File: src/rtl/seg7_pkg.sv
// seg7_pkg: shared definitions for the seven-segment scan controller.
//   - glyph code constants for the non-hex symbols
//   - seg7_glyph(): 5-bit glyph code -> active-low cathode pattern {g..a}
//   - seg7_thr_width(): width needed to hold a brightness threshold (0..L)
package seg7_pkg;

    localparam logic [4:0] SEG7_BLANK = 5'h10;
    localparam logic [4:0] SEG7_DASH  = 5'h11;
    localparam logic [4:0] SEG7_L     = 5'h12;
    localparam logic [4:0] SEG7_R     = 5'h13;
    localparam logic [4:0] SEG7_O     = 5'h14;
    localparam logic [4:0] SEG7_B     = 5'h15;
    localparam logic [4:0] SEG7_U     = 5'h16;
    localparam logic [4:0] SEG7_P     = 5'h17;

    localparam logic [6:0] SEG7_OFF   = 7'h7F;

    // Active-low cathode pattern, bit 0 = segment a, bit 6 = segment g.
    function automatic logic [6:0] seg7_glyph(input logic [4:0] code);
        logic [6:0] pat;
        case (code)
            5'h00:     pat = 7'h40;
            5'h01:     pat = 7'h79;
            5'h02:     pat = 7'h24;
            5'h03:     pat = 7'h30;
            5'h04:     pat = 7'h19;
            5'h05:     pat = 7'h12;
            5'h06:     pat = 7'h02;
            5'h07:     pat = 7'h78;
            5'h08:     pat = 7'h00;
            5'h09:     pat = 7'h10;
            5'h0A:     pat = 7'h08;
            5'h0B:     pat = 7'h03;
            5'h0C:     pat = 7'h46;
            5'h0D:     pat = 7'h21;
            5'h0E:     pat = 7'h06;
            5'h0F:     pat = 7'h0E;
            SEG7_DASH: pat = 7'h3F;
            SEG7_L:    pat = 7'h47;
            SEG7_R:    pat = 7'h2F;
            SEG7_O:    pat = 7'h23;
            SEG7_B:    pat = 7'h03;
            SEG7_U:    pat = 7'h41;
            SEG7_P:    pat = 7'h0C;
            default:   pat = SEG7_OFF;
        endcase
        return pat;
    endfunction

    // Threshold ranges over 0..slot_len inclusive (full brightness equals slot_len).
    function automatic int unsigned seg7_thr_width(input int unsigned slot_len);
        return $clog2(slot_len + 1);
    endfunction

endpackage

File: src/rtl/seg7_decode.sv
// seg7_decode: registered glyph decoder.
//   clk, reset : clock, synchronous active-high reset
//   code       : 5-bit glyph code
//   dp_in      : decimal point request, 1 = lit
//   en         : 0 forces all cathodes off
//   seg, dp    : registered active-low cathodes
module seg7_decode
    import seg7_pkg::*;
(
    input  logic       clk,
    input  logic       reset,
    input  logic [4:0] code,
    input  logic       dp_in,
    input  logic       en,
    output logic [6:0] seg,
    output logic       dp
);

    logic [6:0] seg_q;
    logic       dp_q;

    always_ff @(posedge clk) begin
        if (reset) begin
            seg_q <= SEG7_OFF;
            dp_q  <= 1'b1;
        end else begin
            seg_q <= en ? seg7_glyph(code) : SEG7_OFF;
            dp_q  <= en ? ~dp_in : 1'b1;
        end
    end

    assign seg = seg_q;
    assign dp  = dp_q;

endmodule

File: src/rtl/seg7_scan_ctrl.sv
// seg7_scan_ctrl: time-multiplexed seven-segment display controller.
//   clk, reset  : clock, synchronous active-high reset
//   digits_in   : 5-bit glyph code per digit, digit i at [5i+4:5i]
//   dp_in       : decimal point per digit, 1 = lit
//   blank_in    : 1 = digit dark
//   brightness  : 0 = dimmest, 15 = full
//   load        : strobe capturing the data inputs into the pending bank
//   blink_in    : (SEG7_BLINK_EN only) digit blinks with the frame-counter phase
//   seg, dp, an : registered active-low cathodes and anodes
//   frame_done  : pulse aligned with the output cycle of the last slot of a frame
// Optional feature: define SEG7_BLINK_EN to add blink_in and the blink frame counter.
module seg7_scan_ctrl
    import seg7_pkg::*;
#(
    parameter int unsigned NUM_DIGITS = 8,
    parameter int unsigned SCAN_DIV   = 9375,
    parameter int unsigned SIMULATE   = 0,
    parameter int unsigned DEAD_CYC   = 2
) (
    input  logic                    clk,
    input  logic                    reset,
    input  logic [5*NUM_DIGITS-1:0] digits_in,
    input  logic [NUM_DIGITS-1:0]   dp_in,
    input  logic [NUM_DIGITS-1:0]   blank_in,
    input  logic [3:0]              brightness,
    input  logic                    load,
`ifdef SEG7_BLINK_EN
    input  logic [NUM_DIGITS-1:0]   blink_in,
`endif
    output logic [6:0]              seg,
    output logic                    dp,
    output logic [NUM_DIGITS-1:0]   an,
    output logic                    frame_done
);

    localparam int unsigned SLOT_LEN = (SIMULATE != 0) ? 8 : SCAN_DIV;
    localparam int unsigned SLOT_W   = $clog2(SLOT_LEN);
    localparam int unsigned DIG_W    = $clog2(NUM_DIGITS);
    localparam int unsigned THR_W    = seg7_thr_width(SLOT_LEN);
    localparam int unsigned DW       = 5 * NUM_DIGITS;

    function automatic logic [THR_W-1:0] calc_thr(input logic [3:0] level);
        int unsigned scaled;
        scaled = ((32'(level) + 32'd1) * SLOT_LEN) >> 4;
        return THR_W'(scaled);
    endfunction

    logic [SLOT_W-1:0]     slot_cnt_q;
    logic [DIG_W-1:0]      dig_idx_q;
    logic [DW-1:0]         pend_digits_q, pend_digits_d, act_digits_q, eff_digits;
    logic [NUM_DIGITS-1:0] pend_dp_q, pend_dp_d, act_dp_q, eff_dp;
    logic [NUM_DIGITS-1:0] pend_blank_q, pend_blank_d, act_blank_q, eff_blank;
    logic [3:0]            pend_bright_q, pend_bright_d;
    logic [THR_W-1:0]      thr_q, thr_eff;
    logic [NUM_DIGITS-1:0] an_q, an_d;
    logic                  frame_done_q;
    logic                  slot_last, dig_last, frame_start, cur_blank, an_en, cur_dp;
    logic [4:0]            cur_code;

`ifdef SEG7_BLINK_EN
    logic [NUM_DIGITS-1:0] pend_blink_q, pend_blink_d, act_blink_q, eff_blink;
    logic [8:0]            frame_cnt_q;
    logic                  blink_phase;
`endif

    always_comb begin
        slot_last   = (slot_cnt_q == SLOT_W'(SLOT_LEN - 1));
        dig_last    = (dig_idx_q == DIG_W'(NUM_DIGITS - 1));
        frame_start = (slot_cnt_q == '0) && (dig_idx_q == '0);

        pend_digits_d = load ? digits_in  : pend_digits_q;
        pend_dp_d     = load ? dp_in      : pend_dp_q;
        pend_blank_d  = load ? blank_in   : pend_blank_q;
        pend_bright_d = load ? brightness : pend_bright_q;

        // The frame-start cycle already displays the bank being promoted, so a
        // load coinciding with frame_done lands in the frame that starts now.
        eff_digits = frame_start ? pend_digits_d : act_digits_q;
        eff_dp     = frame_start ? pend_dp_d     : act_dp_q;
        eff_blank  = frame_start ? pend_blank_d  : act_blank_q;
        thr_eff    = frame_start ? calc_thr(pend_bright_d) : thr_q;

        cur_blank = eff_blank[dig_idx_q];
`ifdef SEG7_BLINK_EN
        pend_blink_d = load ? blink_in : pend_blink_q;
        eff_blink    = frame_start ? pend_blink_d : act_blink_q;
        blink_phase  = (SIMULATE != 0) ? frame_cnt_q[2] : frame_cnt_q[8];
        cur_blank    = cur_blank | (eff_blink[dig_idx_q] & blink_phase);
`endif

        // Dead cycles at slot start hide ghosting from the previous digit.
        an_en = !cur_blank
             && (32'(slot_cnt_q) >= DEAD_CYC)
             && (32'(slot_cnt_q) < 32'(thr_eff));

        cur_code = eff_digits[32'(dig_idx_q) * 5 +: 5];
        cur_dp   = eff_dp[dig_idx_q];

        an_d = '1;
        if (an_en) begin
            an_d[dig_idx_q] = 1'b0;
        end
    end

    always_ff @(posedge clk) begin
        if (reset) begin
            slot_cnt_q    <= '0;
            dig_idx_q     <= '0;
            frame_done_q  <= 1'b0;
            an_q          <= '1;
            pend_digits_q <= '0;
            pend_dp_q     <= '0;
            pend_blank_q  <= '1;
            pend_bright_q <= 4'hF;
            act_digits_q  <= '0;
            act_dp_q      <= '0;
            act_blank_q   <= '1;
            thr_q         <= calc_thr(4'hF);
`ifdef SEG7_BLINK_EN
            pend_blink_q  <= '0;
            act_blink_q   <= '0;
            frame_cnt_q   <= '0;
`endif
        end else begin
            pend_digits_q <= pend_digits_d;
            pend_dp_q     <= pend_dp_d;
            pend_blank_q  <= pend_blank_d;
            pend_bright_q <= pend_bright_d;
            if (frame_start) begin
                act_digits_q <= eff_digits;
                act_dp_q     <= eff_dp;
                act_blank_q  <= eff_blank;
                thr_q        <= thr_eff;
            end
`ifdef SEG7_BLINK_EN
            pend_blink_q <= pend_blink_d;
            if (frame_start) begin
                act_blink_q <= eff_blink;
            end
            if (slot_last && dig_last) begin
                frame_cnt_q <= frame_cnt_q + 9'd1;
            end
`endif
            frame_done_q <= slot_last && dig_last;
            an_q         <= an_d;
            if (slot_last) begin
                slot_cnt_q <= '0;
                dig_idx_q  <= dig_last ? '0 : dig_idx_q + DIG_W'(1);
            end else begin
                slot_cnt_q <= slot_cnt_q + SLOT_W'(1);
            end
        end
    end

    assign an         = an_q;
    assign frame_done = frame_done_q;

    seg7_decode u_decode (
        .clk   (clk),
        .reset (reset),
        .code  (cur_code),
        .dp_in (cur_dp),
        .en    (an_en),
        .seg   (seg),
        .dp    (dp)
    );

endmodule
File: config.mk
export PLATFORM = sky130hd
export DESIGN_NAME = seg7_scan_ctrl
export DESIGN_NICKNAME = d
export VERILOG_FILES = /design/src/rtl/seg7_pkg.sv /design/src/rtl/seg7_decode.sv /design/src/rtl/seg7_scan_ctrl.sv
export SDC_FILE = /design/constraint.sdc
export NUM_CORES = 1
export LEC_CHECK = 0
export ABC_AREA = 1
export CAP_MARGIN = 10
export CORE_ASPECT_RATIO = 1.5
export CORE_MARGIN = 3
export CORE_UTILIZATION = 35
export DETAILED_ROUTE_END_ITERATION = 10
export HOLD_SLACK_MARGIN = 0.1
export SYNTH_ARGS = -nofsm -noshare
export SYNTH_HDL_FRONTEND = slang
export SYNTH_SLANG_ARGS = --single-unit
File: constraint.sdc
create_clock -name clk -period 5.62 [get_ports clk]
set_clock_uncertainty 0.05 [all_clocks]
set_input_delay 0.562 -clock clk [delete_from_list [all_inputs] [get_ports clk]]
set_output_delay 0.562 -clock clk [all_outputs]
set_load 0.03 [all_outputs]
After elaboration in Yosys (flattened, before gate mapping)
Memory sizes are Yosys's and may differ from the RTL's. A register that Yosys moved wholly into a read port is not among the register bits. Cells that the tools add are included.

Add/sub/neg operators: 3. Multiply operators: 2. Order comparisons: 4. Equal/unequal tests: 2. Shifts and indexed selects: 1. Multiplexer cells: 15. Bitwise gates (word level): 3. Reductions and logical operators: 10.

Operator list (count): 2-to-1 mux 40 bit (2); variable part select 40 x 7 -> 5 bit (1); 2-to-1 mux 8 bit (4); multiplier 5 x 14 -> 18 bit, second input constant (1); adder 14 x 1 -> 14 bit, second input constant (1); equality test 14 bit, second input constant (1); greater-or-equal comparator 14 x 2 -> 1 bit, second input constant (1); logical NOT 14 bit (1); less-than comparator 14 bit (1); 2-to-1 mux 14 bit (1); inverter 8 bit (1); binary-select mux 1 bit (select 3 bit) (2); multiplier 3 x 3 -> 6 bit, second input constant (1); adder 4 x 1 -> 5 bit, second input constant (1); logical AND 1 bit (5); less-than comparator 3 x 4 -> 1 bit, second input constant (1); 2-to-1 mux 4 bit (1); OR reduction 2 bit (2); adder 3 x 1 -> 3 bit, second input constant (1); demux 1 bit (select 3 bit) (1); equality test 3 bit, second input constant (1); greater-or-equal comparator 3 x 1 -> 1 bit, second input constant (1); logical NOT 3 bit (1); 2-to-1 mux 1 bit (3); other kinds (3) (4).

Register bits: 157. Memory bits (read-only): 224. Input port bits: 63. Output and inout port bits: 17. Word-level logic and storage cells: 54. Memories: 1.

Memory list: (name not given) (words 32, bits a word 7, read ports 1, clocked after Yosys merged registers in 1, wr ports 0, RTL line seg7_pkg.sv:21) `case (code)`.

Longest topological paths before layout
Gate-level depths: netlist (run 1).

Depth in word-level cells: 10. Mapped depth: 38. Gate-level depth less buffers: 35.

By module
A second synthesis (run 1) with hierarchy kept.

Cell total of the unflattened synthesis: 1114. Area, all modules: 8378.0 sq um.

Modules (own cells, without submodules): seg7_scan_ctrl (times used 1, cells an instance 1020, area an instance 7748.7 sq um, seq. area each 3123.0 sq um); seg7_decode (times used 1, cells an instance 94, area an instance 629.4 sq um, seq. area each 160.2 sq um).

Worst setup path before layout (run 1)
No wires, ideal clock.

Path kind: input to register. Start: input load. End: register u_decode.dp_q (netlist: u_decode.dp). Library setup time: 0.131 ns. Data arrival time: 5.746 ns. Data required time: 5.439 ns. Path slack: -0.307 ns. Stages: 36. Cells stage by stage: buf_2 > inv_1 > buf_2 > nand2_1 > nand2_1 > ha_1 > inv_1 > nor3_1 > inv_1 > fa_1 > fa_1 > fa_1 > inv_1 > ha_1 > a21o_1 > a21oi_1 > o21ai_0 > inv_1 > o21bai_1 > nand2_1 > nand2_1 > nand2_1 > nand2_1 > nand3_1 > and2_1 > ha_1 > a21oi_1 > o211a_1 > o211ai_1 > a21oi_1 > nand2_1 > nor2_1 > nand2_2 > inv_2 > buf_6 > nand4_1.

RTL lines: from (decl) (RTL line seg7_scan_ctrl.sv:26) `input logic load,`; 2-to-1 mux 4 bit (RTL line seg7_scan_ctrl.sv:74) `pend_bright_d = load ? brightness : pend_bright_q;`; via pend_bright_d[1] (RTL line seg7_scan_ctrl.sv:53) `logic [3:0] pend_bright_q, pend_bright_d;`; adder 4 x 1 -> 5 bit (RTL line seg7_scan_ctrl.sv:44) `scaled = ((32'(level) + 32'd1) * SLOT_LEN) >> 4;`; multiplier 5 x 14 -> 18 bit (RTL line seg7_scan_ctrl.sv:44); 2-to-1 mux 14 bit (RTL line seg7_scan_ctrl.sv:81) `thr_eff = frame_start ? calc_thr(pend_bright_d) : thr_q;`; less-than comparator 14 bit (RTL line seg7_scan_ctrl.sv:94) `&& (32'(slot_cnt_q) < 32'(thr_eff));`; logical AND 1 bit (RTL line seg7_scan_ctrl.sv:94); inverter 1 bit (no source line); OR reduction 2 bit (no source line); to (signal assigned) (RTL line seg7_decode.sv:28) `dp_q <= en ? ~dp_in : 1'b1;`; to (decl) (RTL line seg7_decode.sv:20) `logic dp_q;`.

The timed path passes the listed nets, and every way through them passes these cells. The select of a mux whose other input is x is not followed. A chain may end at the register's enable or synchronous reset.

Final worst setup path (run 1)
Start: input load. End: register u_decode.seg_q[5] (netlist: u_decode.seg[5]).

RTL lines: 2-to-1 mux 4 bit (RTL line seg7_scan_ctrl.sv:74); via pend_bright_d[1] (RTL line seg7_scan_ctrl.sv:53); adder 4 x 1 -> 5 bit (RTL line seg7_scan_ctrl.sv:44); multiplier 5 x 14 -> 18 bit (RTL line seg7_scan_ctrl.sv:44); 2-to-1 mux 14 bit (RTL line seg7_scan_ctrl.sv:81); less-than comparator 14 bit (RTL line seg7_scan_ctrl.sv:94); logical AND 1 bit (RTL line seg7_scan_ctrl.sv:94); inverter 1 bit (no source line); OR reduction 2 bit (no source line); to (decl) (RTL line seg7_decode.sv:19) `logic [6:0] seg_q;`.

The timed path passes the listed nets, and every way through them passes these cells. The select of a mux whose other input is x is not followed.

==> results.sh, run 1 <==
export IMPL_die_x_um=134
export IMPL_p_leak_uw=0.00510
export IMPL_clock_root_buffer="clkbuf_16"
export IMPL_min_period_ns=5.35
export IMPL_finalSetupViolCount=0
export IMPL_fmaxAchievable_mhz=187
export IMPL_slew_violations=0
export IMPL_synth_top_area_share_pct=38.4
export IMPL_yosysWarnings=0
export IMPL_cpMostUsedCell="inv_2"
export IMPL_tightest_slew_ns=0.887
export IMPL_antenna_cells=0
export IMPL_start_util_pct=35.9
export IMPL_grt_pass1_wl_um=35900
export IMPL_die_h_um=197
export IMPL_cp_required_ns=5.93
export IMPL_numCtsBuffers=17
export IMPL_synth_net_count=1301
export IMPL_r2r_end="u_decode.seg[5]$_SDFF_PP1_"
export IMPL_num_rows=69
export IMPL_ys_flop_type="dfxtp_1"
export IMPL_core_area_sq_mm=0.0238
export IMPL_syn_avg_cell_area_sq_um=7.25
export IMPL_worstSkewPairLatency_ns=0.43
export IMPL_holdCritPathClass="input pin to flop"
export IMPL_clk_path_buf_depth=2
export IMPL_ant_nets=0
export IMPL_drt_iter0_drc=385
export IMPL_cp_depth=32
export IMPL_rr_startpoint="pend_bright_q[3]$_SDFF_PP1_"
export IMPL_antenna_found_initial=0
export IMPL_io_pins=80
export IMPL_final_hold_violation_count=0
export IMPL_grt_max_degree=82
export IMPL_path_max_fanout=7
export IMPL_cts_sinks=164
export IMPL_htreeDepth=4
export IMPL_startpoint="load"
export IMPL_netlist_area_sq_mm=0.00854
export IMPL_cp_start_kind="input pin"
export IMPL_slowest_delay_ns=0.56
export IMPL_synth_seq_cells=164
export IMPL_multi_input_area_sq_mm=0.00477
export IMPL_post_drt_via_cell_ratio=4.68
export IMPL_final_cells=1619
export IMPL_dp_cells=1576
export IMPL_grt_usage_pct=16.9
export IMPL_crit_path_end_kind="flop"
export IMPL_drive_gt1_share_pct=12.6
export IMPL_reg2reg_slack_ns=0.35
export IMPL_io_buffer_count=79
export IMPL_timing_final_crit_share_pct=95.2
export IMPL_clk_pin_slew_ns=0.07
export IMPL_cts_tree="yes"
export IMPL_synth_cells=1178
export IMPL_ys_seq_area_share_pct=38.4
export IMPL_cellPowerDensity_mw_per_mm2=359
export IMPL_ff_latch_area_sq_mm=0.00328
export IMPL_cts_hold_fix_buffers=0
export IMPL_wirelength_um=22300
export IMPL_yosys_cell_types_count=45
export IMPL_synth_area_leaders="dfxtp_1 (38%), nand2_1 (17%), ha_1 (7.8%), a21oi_1 (4.9%), inv_1 (4.5%)"
export IMPL_arrival_ns=5.66
export IMPL_crit_type="input pin to flop"
export IMPL_synthArstFlopShare_pct=0
export IMPL_drc=0
export IMPL_fin_nets=1410
export IMPL_worst_r2r_path_depth=28
export IMPL_path_buf_inv=9
export IMPL_yosys_area_top_type="dfxtp_1"
export IMPL_relSlewSlack_pct=40.5
export IMPL_critPathTopFamily="adder cells"
export IMPL_vias=7569
export IMPL_synth_edf_count=0
export IMPL_crit_path_end="u_decode.seg[5]$_SDFF_PP1_"
export IMPL_fillers=2465
export IMPL_grt_pass1_vias=7487
export IMPL_status="complete, no violations"
export IMPL_place_hpwl_um=16300
export IMPL_grt_overflow_total=0
export IMPL_ir_drop_uv=215
export IMPL_firstDrtPassIters=4
export IMPL_wl_per_cell_um=13.8
export IMPL_fin_tns_setup_ns=0
export IMPL_critPathSlowestCell="fa_1"
export IMPL_place_congestion=0.880
export IMPL_syn_to_final_growth_pct=26.0
export IMPL_fp_dieArea_sq_mm=0.0264
export IMPL_max_cap_violations=0
==> worst reg2reg max path, delay by kind of cell (launching register included) <==
kind | cells | cell delay, ns
AO/OA/AOI/OAI | 9 | 1.11
adder cells (fa/ha/maj) | 5 | 1.96
AND/OR/NAND/NOR | 5 | 0.72
flip-flops | 1 | 0.30
XOR/XNOR | 2 | 0.34
buffers and inverters | 6 | 0.53
multiplexers | 1 | 0.20
==> synth_stat cells (2+ instances only) <==
library cell  count
inv_1           103
clkbuf_1         17
a211oi_1          4
inv_2             6
or2_2            11
o21ai_1          16
o211ai_1          2
dfxtp_1         164
nor3b_1           2
xnor2_1           5
ha_1             53
a21oi_1          84
o21a_1            2
nand4_1          30
fa_1              7
nor3_1           19
nor2_1          103
mux2i_1          27
nand2_1         381
nor2_2            8
buf_6            10
nor4_1            2
a21o_1            4
nand3b_1          2
o21bai_1          3
o21ai_0          25
o21ai_2           2
buf_2            18
nand3_1          41
xor2_1            9
nand2_2           3
and2_1            2
==> placed cells by master (no fill, tap or decap), drive strengths merged, types with 2 or more instances in the layout <==
cell type	instances
clkinv	4
o21ai	43
xnor2	5
xor2	9
o211ai	2
mux2i	27
dlymetal6s2s	4
nor4	2
and2	2
o21a	2
inv	110
or2	12
clkdlybuf4s50	73
nand4	31
a21o	4
ha	53
nand3b	2
clkinvlp	2
nand3	42
buf	57
clkbuf	21
nor3b	2
a211oi	4
a21oi	85
nand2	385
dfxtp	164
nor3	19
bufinv	6
o21bai	3
fa	7
nor2	113
==> what timing repair did <==
action                                  in CTS  in global routing
pin swaps                                    0                 29
cloned                                       0                  1
resized for setup                            2                 44
endpoints found under the hold margin        0                  0
setup buffers                                0                 10
endpoints found under the setup margin       6                 16
==> kinds of logic after synthesis <==
logic type / share of synthesized area, %
simple gates: 30.3
flops: 38.4
buf+inv: 8.00
compound gates: 9.31
fa+ha+maj: 9.40
mux: 3.16
xor+xnor: 1.44
==> flip-flops by register name, indices dropped and copies added (netlist names) <==
signal,cells
act_blank_q,8
frame_done,1
pend_dp_q,8
pend_blank_q,8
u_decode.seg,7
an,8
dig_idx_q,3
act_digits_q,40
pend_bright_q,4
slot_cnt_q,14
thr_q,14
u_decode.dp,1
pend_digits_q,40
act_dp_q,8
==> metal layers <==
metal	track usage (%)	part of all wire, %
met4	7.13	2.8
met3	2.40	2.7
met1	18.4	40
met5	0	0
met2	32.4	54
==> cell type report <==
class | instances | area share, %
timing repair inverter | 1 | 0.0581
clock buffer | 20 | 4.15
tap | 319 | 3.71
inverter | 109 | 3.87
sequential | 164 | 30.5
timing repair buffer | 135 | 11.3
clock inverter | 12 | 2.10
multi-input combinational | 859 | 44.3
==> worst min path at each step <==
stage	from	endpoint	slack (ns)	depth (start not counted)
5_1_grt	brightness[1]	pend_bright_q[1]$_SDFF_PP1_	0.39	3
3_3_place_gp	slot_cnt_q[0]$_SDFF_PP0_	slot_cnt_q[0]$_SDFF_PP0_	0.40	1
2_1_floorplan	thr_q[1]$_SDFFE_PP1P_	thr_q[1]$_SDFFE_PP1P_	0.37	2
3_5_place_dp	pend_bright_q[1]$_SDFF_PP1_	pend_bright_q[1]$_SDFF_PP1_	0.40	2
4_1_cts	pend_digits_q[22]$_SDFF_PP0_	pend_digits_q[22]$_SDFF_PP0_	0.42	2
6_report	brightness[1]	pend_bright_q[1]$_SDFF_PP1_	0.39	3
==> power by group <==
group / switching [uW] / leakage, uW / total, uW / internal [uW]
combinational: 686 / 0.00343 / 1260 / 578
sequential: 26.4 / 0.00135 / 1280 / 1260
clock: 472 / 0.000321 / 1320 / 847
==> through the flow <==
stage          setup WS (ns)  hold WS [ns]  cell area (sq um)  utilization, %  power (uW)
6_report               0.269         0.391              10800            45.2        3870
5_1_grt              -0.0554         0.389              10800            45.2        4110
4_1_cts              0.00735         0.420              10500            44.2        3810
3_5_place_dp          -0.478         0.403               9840            41.3        2480
3_3_place_gp          -0.381         0.395               9840            41.3        2460
2_1_floorplan         0.0130         0.373               8570               -        2080
(Power assumes the default switching activity.)
==> inputs of run 2 (changes only) <==
--- a/config.mk
+++ b/config.mk
@@ -5,13 +5,13 @@
 export SDC_FILE = /design/constraint.sdc
 export NUM_CORES = 1
 export LEC_CHECK = 0
-export ABC_AREA = 1
+export ABC_AREA = 0
 export CAP_MARGIN = 10
 export CORE_ASPECT_RATIO = 1.5
-export CORE_MARGIN = 3
 export CORE_UTILIZATION = 35
 export DETAILED_ROUTE_END_ITERATION = 10
 export HOLD_SLACK_MARGIN = 0.1
+export SLEW_MARGIN = 40
 export SYNTH_ARGS = -nofsm -noshare
 export SYNTH_HDL_FRONTEND = slang
 export SYNTH_SLANG_ARGS = --single-unit
==> results.sh, run 2 <==
export IMPL_relSlewSlack_pct=45.9
export IMPL_grt_usage_pct=17.8
export IMPL_crit_type="input pin to flop"
export IMPL_firstDrtPassIters=4
export IMPL_clock_root_buffer="clkbuf_16"
export IMPL_r2r_end="u_decode.seg[6]$_SDFF_PP1_"
export IMPL_fmaxAchievable_mhz=173
export IMPL_synth_edf_count=0
export IMPL_ys_seq_area_share_pct=39.9
export IMPL_cts_sinks=164
export IMPL_syn_avg_cell_area_sq_um=9.29
export IMPL_max_cap_violations=0
export IMPL_ant_nets=0
export IMPL_antenna_found_initial=0
export IMPL_die_x_um=127
export IMPL_die_h_um=190
export IMPL_holdCritPathClass="flop to flop"
export IMPL_hp_start="act_digits_q[7]$_SDFFE_PP0P_"
export IMPL_finalSetupViolCount=15
export IMPL_drive_gt1_share_pct=18.5
export IMPL_wl_per_cell_um=15.3
export IMPL_clk_path_buf_depth=2
export IMPL_vias=6512
export IMPL_place_hpwl_um=15000
export IMPL_worst_r2r_path_depth=24
export IMPL_violations="negative setup slack"
export IMPL_reg2reg_slack_ns=-0.15
export IMPL_fin_ws_ns=-0.161
export IMPL_arrival_ns=6.03
export IMPL_min_period_ns=5.78
export IMPL_slew_violations=0
export IMPL_ir_drop_uv=216
export IMPL_rsz0062_at_grt="yes"
export IMPL_cts_hold_fix_buffers=0
export IMPL_yosys_area_top_type="dfxtp_1"
export IMPL_worstSkewPairLatency_ns=0.43
export IMPL_synth_net_count=1009
export IMPL_whs_path_depth=2
export IMPL_cp_required_ns=5.87
export IMPL_yosys_cell_types_count=73
export IMPL_clk_pin_slew_ns=0.06
export IMPL_ff_latch_area_sq_mm=0.00329
export IMPL_fin_nets=1125
export IMPL_multi_input_area_sq_mm=0.00472
export IMPL_num_rows=68
export IMPL_drt_iter0_drc=325
export IMPL_p_leak_uw=0.00444
export IMPL_tightest_slew_ns=0.810
export IMPL_rr_startpoint="pend_bright_q[0]$_SDFF_PP1_"
export IMPL_io_buffer_count=79
export IMPL_critPathSlowestCell="fa_2"
export IMPL_grt_pass1_vias=6672
export IMPL_grt_overflow_total=0
export IMPL_yosysWarnings=0
export IMPL_timing_final_crit_share_pct=103
export IMPL_reg_top3="act_digits_q: 40 flops, pend_digits_q: 40 flops"
export IMPL_fin_util_pct=45.6
export IMPL_whs_endpoint="act_digits_q[7]$_SDFFE_PP0P_"
export IMPL_start_util_pct=35.7
export IMPL_fin_tns_setup_ns=-1.42
export IMPL_drc=0
export IMPL_syn_to_final_growth_pct=27.7
export IMPL_slowest_delay_ns=0.57
export IMPL_antenna_cells=0
export IMPL_mostFrequentLayoutCells="dfxtp_1 (162), nor2_1 (141), clkdlybuf4s50_1 (73), mux2i_1 (65), buf_4 (62)"
export IMPL_netlist_area_sq_mm=0.00823
export IMPL_path_max_fanout=4
export IMPL_core_area_sq_mm=0.0231
export IMPL_drt_met1_wl_um=8290
export IMPL_synth_cells=886
export IMPL_top_layer_used="met4"
export IMPL_ys_flop_type="dfxtp_1"
export IMPL_synthArstFlopShare_pct=0
export IMPL_fillers=2235
export IMPL_synth_commonest_cells="dfxtp_1 (164), nor2_1 (144), mux2i_1 (67)"
export IMPL_status="finished, violations left"
export IMPL_wirelength_um=20400
export IMPL_synth_seq_cells=164
export IMPL_fp_dieArea_sq_mm=0.0241
export IMPL_cp_start_kind="input pin"
export IMPL_final_hold_violation_count=0
export IMPL_synth_area_leaders="dfxtp_1 (40%), mux2i_1 (8.2%), ha_1 (8.1%), nor2_1 (6.6%), a21oi_1 (2.7%)"
export IMPL_wl_met2_um=10600
export IMPL_place_congestion=0.913
export IMPL_grt_max_degree=86
export IMPL_numCtsBuffers=17
export IMPL_dr_wl_met3_um=585
export IMPL_cellPowerDensity_mw_per_mm2=363
export IMPL_final_common_cell="dfxtp_1"
export IMPL_path_buf_inv=3
export IMPL_cts_tree="yes"
export IMPL_htreeDepth=4
export IMPL_grt_pass1_wl_um=33300
export IMPL_crit_path_end_kind="flop"
export IMPL_synth_most_common_cell="dfxtp_1"
export IMPL_critPathTopFamily="adder cells"
export IMPL_io_pins=80
export IMPL_synth_top_area_share_pct=39.9
export IMPL_post_drt_via_cell_ratio=4.90
run 2: cell count changes after synthesis, moves of 14 or more:
cell,previous run,this run
nand2b_1,0,20
mux2i_1,27,67
nand3_1,41,14
mux2_2,0,17
a211oi_1,4,27
o21ai_0,25,11
a21oi_1,84,44
clkbuf_1,17,35
nand4_1,30,8
inv_1,103,35
nor2_1,103,144
nand2_1,381,37
nor2b_1,0,19
run 2: final cells by class:
| cell class | instances | area share [%] |
|---|---|---|
| Multi-Input combinational cell | 630 | 44.9 |
| Clock buffer | 20 | 4.35 |
| Timing Repair Buffer | 152 | 13.2 |
| Sequential cell | 164 | 31.3 |
| Inverter | 37 | 1.32 |
| Clock inverter | 12 | 1.18 |
| Tap cell | 315 | 3.75 |
run 2: report_power, final:
group	total (uW)	leakage (uW)	switching, uW	internal (uW)
clock network	1140	0.000277	493	642
registers	1310	0.00135	42.8	1270
logic	1360	0.00282	693	670
total	3810	0.00444	1230	2580
run 2: routing by layer:
layer	vias up	global-route usage, %
met5	-	0
met2	130	31.9
met1	3035	19.1
met4	0	10.9
li1	3306	-
met3	41	3.35
run 2: metrics by stage:
step	instance area, sq um	setup WS (ns)	total power (uW)	std cells	hold slack, ns
final	10500	-0.161	3810	1330	0.409
after global routing	10500	-0.387	4050	1330	0.434
after CTS	10400	-0.228	3810	1330	0.413
after detailed placement	9620	-0.946	2560	1282	0.404
after global placement	9620	-0.884	2540	1282	0.394
after floorplan	8300	-0.544	2160	886	0.378
run 2: timing repair:
item	in CTS	in global routing
buffers inserted	16	3
pin swaps	26	18
gates cloned	0	0
endpoints found under the setup margin	16	17
gates resized for setup	34	18
run 2: cell families after synthesis:
kind of cell,count (synthesis),share of synthesized area (%)
and+or+nand+nor,300,18.0
DFF,164,39.9
AOI/OAI and AO/OA,148,12.1
buffers and inverters,92,5.13
muxes,91,11.8
adders and majority gates,62,10.0
xor gates and xnor gates,29,3.09
run 2: worst max path at each step:
stage	from	slack, ns	cells past startpoint	end
2_1_floorplan	load	-0.54	27	u_decode.seg[6]$_SDFF_PP1_
3_3_place_gp	brightness[1]	-0.88	28	u_decode.seg[0]$_SDFF_PP1_
6_report	brightness[0]	-0.16	25	u_decode.seg[6]$_SDFF_PP1_
4_1_cts	pend_bright_q[1]$_SDFF_PP1_	-0.23	25	u_decode.seg[6]$_SDFF_PP1_
5_1_grt	pend_bright_q[0]$_SDFF_PP1_	-0.39	24	u_decode.seg[5]$_SDFF_PP1_
3_5_place_dp	brightness[0]	-0.95	27	u_decode.seg[5]$_SDFF_PP1_
run 2: worst reg2reg max path: cells and delay by family (launching register included):
kind,cells,cell delay (ns)
XOR/XNOR,2,0.33
buffers and inverters,2,0.14
adder cells (fa/ha/maj),6,2.20
multiplexers,2,0.34
AO/OA/AOI/OAI,7,1.45
AND/OR/NAND/NOR,5,0.82
flip-flops,1,0.32
==> inputs of run 3 (changes only) <==
--- a/config.mk
+++ b/config.mk
@@ -11,7 +11,6 @@
 export CORE_UTILIZATION = 35
 export DETAILED_ROUTE_END_ITERATION = 10
 export HOLD_SLACK_MARGIN = 0.1
-export SLEW_MARGIN = 40
 export SYNTH_ARGS = -nofsm -noshare
 export SYNTH_HDL_FRONTEND = slang
 export SYNTH_SLANG_ARGS = --single-unit
==> results.sh, run 3 (synthesized netlist as in run 2, its figures left out) <==
export IMPL_place_hpwl_um=15000
export IMPL_grt_pass1_wl_um=33300
export IMPL_num_rows=68
export IMPL_relSlewSlack_pct=41.6
export IMPL_critPathTopFamily="adder cells"
export IMPL_vias=6512
export IMPL_drt_iter0_drc=325
export IMPL_firstDrtPassIters=4
export IMPL_mostFrequentLayoutCells="dfxtp_1 (162), nor2_1 (141), clkdlybuf4s50_1 (73), mux2i_1 (65), buf_4 (63)"
export IMPL_power_frac_comb_pct=35.8
export IMPL_fmaxAchievable_mhz=173
export IMPL_dpl_cell_area_sq_mm=0.00962
export IMPL_htreeDepth=4
export IMPL_syn_to_final_growth_pct=27.6
export IMPL_power_share_clock_pct=29.8
export IMPL_start_util_pct=35.7
export IMPL_p_sw_share_pct=32.3
export IMPL_clock_root_buffer="clkbuf_16"
export IMPL_drc=0
export IMPL_fin_ws_ns=-0.161
export IMPL_drive_gt1_share_pct=18.5
export IMPL_top_layer_used="met4"
export IMPL_p_leak_uw=0.00444
export IMPL_rsz0062_at_grt="yes"
export IMPL_core_area_sq_mm=0.0231
export IMPL_slowest_delay_ns=0.57
export IMPL_final_common_cell="dfxtp_1"
export IMPL_crit_type="input pin to flop"
export IMPL_tightest_slew_ns=0.877
export IMPL_drt_met1_wl_um=8290
export IMPL_grt_max_degree=86
export IMPL_wl_per_cell_um=15.3
export IMPL_worstSkewPairLatency_ns=0.43
export IMPL_reg_top3="act_digits_q: 40 flops, pend_digits_q: 40 flops"
export IMPL_p_seq_share_pct=34.4
export IMPL_die_x_um=127
export IMPL_violations="negative setup slack"
export IMPL_place_congestion=0.913
export IMPL_cp_start_kind="input pin"
export IMPL_dr_wl_met3_um=585
export IMPL_holdCritPathClass="flop to flop"
export IMPL_fillers=2235
export IMPL_path_max_fanout=4
export IMPL_grt_pass1_vias=6672
export IMPL_clk_pin_slew_ns=0.06
export IMPL_intPower_uw=2580
export IMPL_path_buf_inv=3
export IMPL_wirelength_um=20400
export IMPL_clk_path_buf_depth=2
export IMPL_cts_tree="yes"
export IMPL_antenna_found_initial=0
export IMPL_cts_sinks=164
export IMPL_crit_path_end_kind="flop"
export IMPL_fin_nets=1125
export IMPL_status="finished, violations left"
export IMPL_cellPowerDensity_mw_per_mm2=363
export IMPL_antenna_cells=0
export IMPL_finalSetupViolCount=15
export IMPL_cp_required_ns=5.87
export IMPL_io_buffer_count=79
export IMPL_slew_violations=0
export IMPL_wl_met2_um=10600
export IMPL_final_hold_violation_count=0
export IMPL_power_uw=3810
export IMPL_grt_usage_pct=17.8
export IMPL_post_drt_via_cell_ratio=4.90
export IMPL_arrival_ns=6.03
export IMPL_fp_dieArea_sq_mm=0.0241
export IMPL_design_area_sq_mm=0.0105
export IMPL_cts_hold_fix_buffers=0
export IMPL_timing_final_crit_share_pct=103
export IMPL_ir_drop_uv=216
export IMPL_grt_overflow_total=0
export IMPL_die_h_um=190
export IMPL_p_sw_uw=1230
export IMPL_max_cap_violations=0
export IMPL_numCtsBuffers=17
export IMPL_fin_tns_setup_ns=-1.42
export IMPL_min_period_ns=5.78
export IMPL_critPathSlowestCell="fa_2"
export IMPL_io_pins=80
export IMPL_ant_nets=0
export IMPL_holdWs_ns=0.409
-- run 3: cell counts in the layout (fill, tap and decap cells not counted) --
No cell type changed its count.
-- run 3: final cells by class --
class	count	area (sq um)	share of cell area, %
well taps	315	394	3.75
clock buffers	20	457	4.35
multi-input cells	630	4720	45.0
flip-flops and latches	164	3290	31.3
clock inverters	12	124	1.18
inverters	37	139	1.32
repair buffers	152	1380	13.1
-- run 3: worst min-delay path: stages (launching register included) --
cell and delay [ns]:
dfxtp_1 0.31, nand2_1 0.05, a21oi_1 0.05
-- run 3: path summary, 6_finish.rpt --
check                                             startpoint                      endpoint  slack, ns  cells past startpoint
worst max-delay path                           brightness[0]    u_decode.seg[6]$_SDFF_PP1_      -0.16                     25
worst min-delay path            act_digits_q[7]$_SDFFE_PP0P_  act_digits_q[7]$_SDFFE_PP0P_       0.41                      2
worst max register to register   pend_bright_q[0]$_SDFF_PP1_    u_decode.seg[6]$_SDFF_PP1_      -0.15                     24
worst min register to register  act_digits_q[7]$_SDFFE_PP0P_  act_digits_q[7]$_SDFFE_PP0P_       0.41                      2
-- run 3: metal layers --
layer | up-vias | GRT usage, %
met5 | - | 0
met4 | 0 | 10.9
met3 | 41 | 3.35
met2 | 130 | 31.9
met1 | 3035 | 19.1
li1 | 3306 | -
-- run 3: power groups by stage --
stage	Sequential (uW)	Combinational [uW]	Clock [uW]
3_3_place_gp	1330	1200	0
6_report	1310	1360	1140
2_1_floorplan	1320	837	0
4_1_cts	1310	1330	1160
3_5_place_dp	1340	1230	0
5_1_grt	1320	1520	1220
-- run 3: stage by stage --
step	std cells	util, %	setup slack, ns
after global placement	1282	41.7	-0.884
after global routing	1330	45.5	-0.387
after detailed placement	1282	41.7	-0.946
after CTS	1330	45.2	-0.228
after floorplan	886	-	-0.544
final	1330	45.5	-0.161
-- run 3: repair_timing --
| action | CTS | global route |
|---|---|---|
| gates cloned | 0 | 0 |
| endpoints found under the hold margin | 0 | 0 |
| setup buffers | 16 | 3 |
| gates resized for setup | 34 | 18 |
| pin swaps | 26 | 18 |
| setup endpoints to repair | 16 | 17 |
